`config.mk`:
```
export PLATFORM = sky130hd
export DESIGN_NAME = req_arbiter12
export DESIGN_NICKNAME = d
export VERILOG_FILES = /design/src/rtl/req_arbiter12.sv
export SDC_FILE = /design/constraint.sdc
export NUM_CORES = 1
export LEC_CHECK = 0
export CAP_MARGIN = 40
export CORE_MARGIN = 2
export CORE_UTILIZATION = 45
export DETAILED_ROUTE_END_ITERATION = 6
export PLACE_DENSITY_LB_ADDON = 0.12
export SLEW_MARGIN = 5
export SYNTH_ARGS = -nofsm -noshare
export SYNTH_HDL_FRONTEND = slang
export SYNTH_SLANG_ARGS = --single-unit
```
`constraint.sdc`:
```
create_clock -name i_clk -period 9.5 [get_ports i_clk]
set_input_delay 0.95 -clock i_clk [delete_from_list [all_inputs] [get_ports i_clk]]
set_output_delay 0.95 -clock i_clk [all_outputs]
set_load 0.1 [all_outputs]
```
`src/rtl/req_arbiter12.sv`:
```
// req_arbiter12: shares one downstream resource among 12 requesters using
//   fixed-priority (bit 11 highest) or round-robin selection, with a hold-time
//   limit and a one-cycle gap after every grant.
// Latency: grant is registered, 1 cycle after REQ is sampled in IDLE.
// Backpressure: none. A requester holds its grant by keeping REQ high, and
//   other requesters wait until the grant drops.
// Ports:
//   i_clk, i_rst_n   clock (rising edge) / asynchronous active-low reset
//   i_req[11:0]      level-sensitive requests, bit i = requester i
//   i_mode           0 = fixed priority, 1 = round robin (sampled in IDLE)
//   o_gnt[11:0]      registered one-hot grant
//   o_gnt_id[3:0]    index of the granted requester; held after release
//   o_gnt_valid      high while a grant is asserted
//   o_timeout        one-cycle pulse when MAX_HOLD revokes a grant
module req_arbiter12 #(
  parameter int MAX_HOLD = 16,
  parameter int CNT_W    = 5
) (
  input  logic        i_clk,
  input  logic        i_rst_n,
  input  logic [11:0] i_req,
  input  logic        i_mode,
  output logic [11:0] o_gnt,
  output logic [3:0]  o_gnt_id,
  output logic        o_gnt_valid,
  output logic        o_timeout
);

  typedef enum logic [1:0] {S_IDLE, S_BUSY, S_GAP} state_t;

  state_t             r_state;
  logic [11:0]        r_gnt;
  logic [3:0]         r_gnt_id;
  logic               r_gnt_valid;
  logic               r_timeout;
  logic [3:0]         r_last;
  logic [CNT_W-1:0]   r_cnt;
  logic [11:0]        r_mask;

  state_t             w_state_nxt;
  logic [11:0]        w_gnt_nxt;
  logic [3:0]         w_gnt_id_nxt;
  logic               w_gnt_valid_nxt;
  logic               w_timeout_nxt;
  logic [3:0]         w_last_nxt;
  logic [CNT_W-1:0]   w_cnt_nxt;
  logic [11:0]        w_mask_set;
  logic [11:0]        w_mask_nxt;

  logic [11:0]        w_elig;
  logic [3:0]         w_win_fix;
  logic [3:0]         w_win_rr;
  logic [3:0]         w_win;
  logic [3:0]         w_idx;

  // Winner selection. Both loops let the preferred candidate overwrite
  // earlier ones: fixed mode ends on the highest set bit; round robin walks
  // the search order backwards so the first index of LAST-1, LAST-2, ...
  // (mod 12) with a set bit is the one that survives.
  always_comb begin
    w_elig    = i_req & ~r_mask;
    w_win_fix = 4'd0;
    w_win_rr  = 4'd0;
    w_idx     = 4'd0;
    for (int i = 0; i < 12; i++) begin
      if (w_elig[i]) w_win_fix = 4'(i);
    end
    for (int k = 12; k >= 1; k--) begin
      // (r_last - k) mod 12 without a divider; r_last never exceeds 11
      w_idx = (r_last >= 4'(k)) ? (r_last - 4'(k)) : (r_last + 4'(12 - k));
      if (w_elig[w_idx]) w_win_rr = w_idx;
    end
    w_win = i_mode ? w_win_rr : w_win_fix;
  end

  always_comb begin
    w_state_nxt     = r_state;
    w_gnt_nxt       = r_gnt;
    w_gnt_id_nxt    = r_gnt_id;
    w_gnt_valid_nxt = r_gnt_valid;
    w_timeout_nxt   = 1'b0;
    w_last_nxt      = r_last;
    w_cnt_nxt       = r_cnt;
    w_mask_set      = 12'd0;
    case (r_state)
      S_IDLE: begin
        if (|w_elig) begin
          w_gnt_nxt       = 12'd1 << w_win;
          w_gnt_id_nxt    = w_win;
          w_gnt_valid_nxt = 1'b1;
          w_last_nxt      = w_win;
          w_cnt_nxt       = CNT_W'(1);
          w_state_nxt     = S_BUSY;
        end
      end
      S_BUSY: begin
        if (!i_req[r_gnt_id]) begin
          w_gnt_nxt       = 12'd0;
          w_gnt_valid_nxt = 1'b0;
          w_state_nxt     = S_GAP;
        end else if ((MAX_HOLD != 0) && (r_cnt == CNT_W'(MAX_HOLD))) begin
          // Revoke; the one-hot grant doubles as the mask bit to set.
          w_gnt_nxt       = 12'd0;
          w_gnt_valid_nxt = 1'b0;
          w_timeout_nxt   = 1'b1;
          w_mask_set      = r_gnt;
          w_state_nxt     = S_GAP;
        end else if (r_cnt != {CNT_W{1'b1}}) begin
          w_cnt_nxt = r_cnt + CNT_W'(1);
        end
      end
      S_GAP:   w_state_nxt = S_IDLE;
      default: w_state_nxt = S_IDLE;
    endcase
    // A dropped request clears its mask bit; the set only happens while the
    // same request is high, so the two never collide.
    w_mask_nxt = (r_mask & i_req) | w_mask_set;
  end

  always_ff @(posedge i_clk or negedge i_rst_n) begin
    if (!i_rst_n) begin
      r_state     <= S_IDLE;
      r_gnt       <= 12'd0;
      r_gnt_id    <= 4'd0;
      r_gnt_valid <= 1'b0;
      r_timeout   <= 1'b0;
      r_last      <= 4'd0;
      r_cnt       <= '0;
      r_mask      <= 12'd0;
    end else begin
      r_state     <= w_state_nxt;
      r_gnt       <= w_gnt_nxt;
      r_gnt_id    <= w_gnt_id_nxt;
      r_gnt_valid <= w_gnt_valid_nxt;
      r_timeout   <= w_timeout_nxt;
      r_last      <= w_last_nxt;
      r_cnt       <= w_cnt_nxt;
      r_mask      <= w_mask_nxt;
    end
  end

  assign o_gnt       = r_gnt;
  assign o_gnt_id    = r_gnt_id;
  assign o_gnt_valid = r_gnt_valid;
  assign o_timeout   = r_timeout;

endmodule

```
## Word level (Yosys, flattened, before mapping)

Index checks and enable logic that the tools add are counted.

- Register bits after elaboration: 37
- Bits in latches: 0
- Bits in writable memories: 0
- Bits in read-only memories: 0
- Input port bits: 15
- Output and inout bits: 18
- Word-level logic and storage cells: 161
- Memories: 0

- Add/subtract/negate cells: 24
- $mul: 0
- Divide/modulo/power cells: 0
- Magnitude comparators: 25
- Equal/unequal tests: 8
- Shift operators: 1
- Mux-type cells: 85
- Bitwise gates (word level): 4
- Reduce and logical (&&, ||, !) cells: 7

Operators by type and width:

| kind | count |
|---|---|
| $mux 4 | 33 |
| $mux 12 | 6 |
| $lt 4x5->1 const B | 13 |
| $bmux 1 s4 | 13 |
| $and 12x12->12 | 2 |
| $pmux 12 s2 | 1 |
| $ge 4x4->1 const B | 5 |
| $mux 1 | 20 |
| $mux 5 | 4 |
| $sub 4x4->4 const B | 5 |
| $add 4x3->4 const B | 4 |
| $add 4x4->4 const B | 4 |
| $ge 4x3->1 const B | 4 |
| $sub 4x3->4 const B | 4 |
| $not 12->12 | 1 |
| $or 12x12->12 | 1 |
| $reduce_or 12->1 | 1 |
| $shl 1x4->12 const A | 1 |
| $mux 2 | 5 |
| $pmux 5 s2 | 1 |
| $add 4x2->4 const B | 2 |
| $ge 4x2->1 const B | 2 |
| $ne 2x2->1 const B | 4 |
| $sub 4x2->4 const B | 2 |
| other kinds (15) | 16 |

## Logic depth before layout (Yosys ltp)

- Depth in word-level cells: 20
- Depth in mapped cells: 16
- Depth with buffers taken out: 12

## Worst setup path before layout

Ideal clock, no wire load.

- Path type: register -> register
- From: register r_last[1]
- To: register r_gnt[0], in the netlist o_gnt[0]
- Library setup time: 123 ps
- Arrival time: 4540 ps
- Required time: 9377 ps
- Path slack: 4837 ps
- Stages on the path, launching flop included: 15
- Buffers on the path: 2
- Period minus slack after synthesis: 4663 ps
- Path through: dfrtp_1 -> clkbuf_1 -> buf_1 -> inv_1 -> ha_1 -> and2_1 -> o311a_1 -> or2_2 -> and4_1 -> a31oi_1 -> a2111oi_0 -> a211o_1 -> o211a_1 -> o21a_4 -> a32o_1

- Cells in the longest elaborated chain, start to end: 20
- Elaborated cells between the ends (all ways): 92
- Classes of those cells: add/sub (23); order compare (12); eq/ne (1); shift (1); mux (54); reduce/logical (1)

Ends and longest elaborated chain:

| element | line | text |
|---|---|---|
| start: declaration | 36 | `logic [3:0] r_last;` |
| start signal: assignment | 136 | `r_last <= w_last_nxt;` |
| $sub 4x4->4 / $ge 4x4->1 (equally long branches) | 70 | `w_idx = (r_last >= 4'(k)) ? (r_last - 4'(k)) : (r_last + 4'(12 - k));` |
| $mux 4 | 70 |  |
| $bmux 1 s4 | 71 | `if (w_elig[w_idx]) w_win_rr = w_idx;` |
| $mux 1 (not written as such) | 71 |  |
| $mux 4 (12 in series) | 71 |  |
| $mux 4 | 73 | `w_win = i_mode ? w_win_rr : w_win_fix;` |
| $shl 1x4->12 | 88 | `w_gnt_nxt = 12'd1 << w_win;` |
| $mux 12 | 87 | `if (\|w_elig) begin` |
| $pmux 12 s2 | 85 | `case (r_state)` |
| end signal: assignment | 132 | `r_gnt <= w_gnt_nxt;` |
| end: declaration | 32 | `logic [11:0] r_gnt;` |

Parallel ways exist; a longest one is shown, timed or not. The select of a mux whose other input is x is not followed.
A chain may end at the register's enable or synchronous reset.

## Worst setup path after layout

- From: register r_last[2]
- To: register r_gnt[2], in the netlist o_gnt[2]

Same word-level chain as after synthesis.

==> impl_metrics.py <==
metrics = {
    "outcome": {
        "status": "completed",
    },
    "die": {
        "pin_count": 33,
        "fp.coreArea_mm2": 0.00881,
        "die_h_um": 99.8,
        "die_x_um": 99.8,
        "start_util_pct": 46.9,
        "die-area_mm2": 0.00996,
        "num_rows": 34,
    },
    "grt": {
        "grt_use_total_pct": 26.5,
        "grt_max_degree": 55,
        "first_global_vias": 4080,
        "grt_pass1_wl_um": 20800,
        "antenna_found_initial": 0,
        "overflow": 0,
    },
    "timing": {
        "setup_viol": 0,
        "fin_crit_ns": 5.12,
        "drv_slew": 0,
        "finClkSkew_ns": 0.00562,
        "maxSlewHeadroom_pct": 40.6,
        "max_freq_mhz": 195,
        "worst_pin_slew_ns": 0.879,
        "period_share_pct": 53.9,
        "tns_ns": 0,
        "finalHoldViolations": 0,
        "rsz0062_at_grt": "no",
    },
    "drt": {
        "first_iter_violations": 230,
        "finalWirelength_um": 12800,
        "dr.pass1.iters": 5,
        "wl_per_cell_um": 20.3,
        "drc": 0,
        "num_vias": 4100,
        "vias_per_cell": 6.53,
        "antenna_left": 0,
    },
    "setup_path": {
        "cp.arrival_ns": 5.30,
        "path_class": "flop to flop",
        "crit_buf_inv": 1,
        "r2r-end": "o_gnt[2]",
        "r2r_cells": 12,
        "cp_max_fo": 21,
        "cp_slowest_cell": "dfrtp_1",
        "worstReg2RegStart": "r_last[2]",
        "ff2ff_setup_slack_ns": 4.38,
        "start_kind": "flop",
        "cp_top_family": "compound AO/OA/AOI/OAI gates",
        "max_stage_delay_ns": 0.78,
        "crit_required_ns": 9.68,
        "cp.depth": 12,
        "path_cells": "clkinv_1, ha_1, or3b_2, o221ai_1, mux2i_1, a21boi_0, o21ai_0, a2111oi_0, nand2_1, o21ai_1, nor2_1, a32o_1",
        "critPathCaptureType": "flop",
    },
    "place": {
        "placed_area_mm2": 0.00476,
        "port-buffer-count": 32,
        "dp_hpwl_um": 9730,
        "gp_congestion": 0.924,
    },
    "clocking": {
        "clock_path_buffers": 2,
        "cts_root_buf": "clkbuf_8",
        "numCtsBuffers": 5,
        "clock_latency_ns": 0.30,
        "ctsResizeCount": 0,
        "path_clk_slew_ns": 0.08,
        "ctsHoldBuffers": 0,
        "cts_setup_buffers": 0,
        "clkSinkCount": 37,
        "h-tree-depth": 2,
        "tritoncts": "built",
    },
    "cells_and_area": {
        "fillerInstances": 822,
        "final_common_cell": "nand2_1",
        "seq_area_um2": 927,
        "final_cell_mix": "nand2_1 (37), dfrtp_1 (36), clkdlybuf4s50_1 (31), nor2_1 (27), o21ai_0 (25)",
        "multi_input_area_mm2": 0.00301,
        "antenna_cells": 0,
        "fin_area_mm2": 0.00488,
        "syn_to_final_growth_pct": 18.2,
        "layout-drive-gt1-share_pct": 12.7,
        "fin_util_pct": 55.4,
        "fin_nets": 552,
    },
    "flow_run": {
        "max_cap_viol_count": 0,
    },
    "logic_synthesis": {
        "synth_cell_types": 77,
        "syn_avg_cell_area_um2": 8.57,
        "ys.flop_type": "dfrtp_1",
        "synth_fp_nets": 515,
        "synthCells": 482,
        "syn_area_mm2": 0.00413,
        "synth-seq-cells": 37,
        "ys_seq_area_share_pct": 22.4,
        "synthArstFlopShare_pct": 100,
        "synth-edff-count": 0,
        "synth_warnings": 0,
    },
    "worst_hold_path": {
        "hold_class": "flop to flop",
        "hold_start": "o_gnt_valid",
        "holdPathEnd": "o_gnt_valid",
        "min_path_cells": 2,
    },
}
layout make-up:
cell class,count,area share (%)
clock buffer,5,1.41
clock inverter,3,0.949
inverter,18,1.44
multi-input combinational,403,61.7
sequential,37,19.0
tap,108,2.77
timing repair buffer,54,12.8
Yosys cell counts (6+ instances only):
cell / number / area share, %
and2_1: 11 / 1.7
a21oi_1: 24 / 2.9
or3_1: 12 / 1.8
mux2i_1: 11 / 2.7
a211oi_1: 10 / 1.8
nor2_1: 27 / 2.5
nor4_1: 6 / 0.91
a21o_1: 9 / 1.6
nand2b_1: 11 / 1.7
inv_1: 15 / 1.4
nand3_1: 9 / 1.1
o21ai_0: 25 / 3.0
a22o_1: 12 / 2.5
clkbuf_1: 13 / 1.2
nor4bb_1: 7 / 1.7
nor3_1: 16 / 1.9
dfrtp_1: 37 / 22
nor4b_1: 6 / 1.3
nor2b_1: 16 / 2.4
nand2_1: 37 / 3.4
ha_1: 18 / 5.5
mux4_2: 12 / 6.5
a32o_1: 13 / 3.2
worst max path at each step:
stage              start  endpoint  slack [ns]
2_1_floorplan  r_last[1]  o_gnt[0]        4.84
3_3_place_gp   r_last[3]  o_gnt[3]        4.42
3_5_place_dp   r_last[2]  o_gnt[2]        4.47
4_1_cts        r_last[2]  o_gnt[2]        4.44
5_1_grt        r_last[2]  o_gnt[3]        4.00
6_report       r_last[2]  o_gnt[2]        4.38
stage by stage:
step | setup slack [ns] | cells | hold WS (ns)
after floorplan | 4.84 | 482 | 0.478
after global placement | 4.42 | 601 | 0.465
after detailed placement | 4.47 | 620 | 0.470
after CTS | 4.44 | 628 | 0.495
after global routing | 4.00 | 628 | 0.509
final | 4.38 | 628 | 0.487
state kept, by name, summed over array words and instances (netlist names):
| name | flops |
|---|---|
| r_cnt | 5 |
| r_last | 4 |
| o_gnt_valid | 1 |
| r_mask | 12 |
| o_timeout | 1 |
| o_gnt | 12 |
| r_state | 2 |
tightest hold or removal path: cells and delay by family, from the launching register on:
family        cells  cell delay (ns)
flops             1             0.35
simple gates      2             0.11
cell families after synthesis:
logic type      share of synthesized area, %
fa+ha+maj                               5.45
xor+xnor                                1.06
mux                                     9.76
compound gates                          29.0
flops                                   22.4
buf+inv                                 4.73
simple gates                            27.6
metal layers:
metal / up-vias / global-route usage [%] / wire length, um
li1: 1954 / - / -
met1: 1955 / 34.4 / 5500
met2: 140 / 42.7 / 5870
met3: 51 / 2.99 / 646
met4: 0 / 15.9 / 744
met5: - / 0 / 0
Power is left out: the tool's default activity adds up to more than one toggle a clock period on the data nets, which glitch-free logic cannot reach.
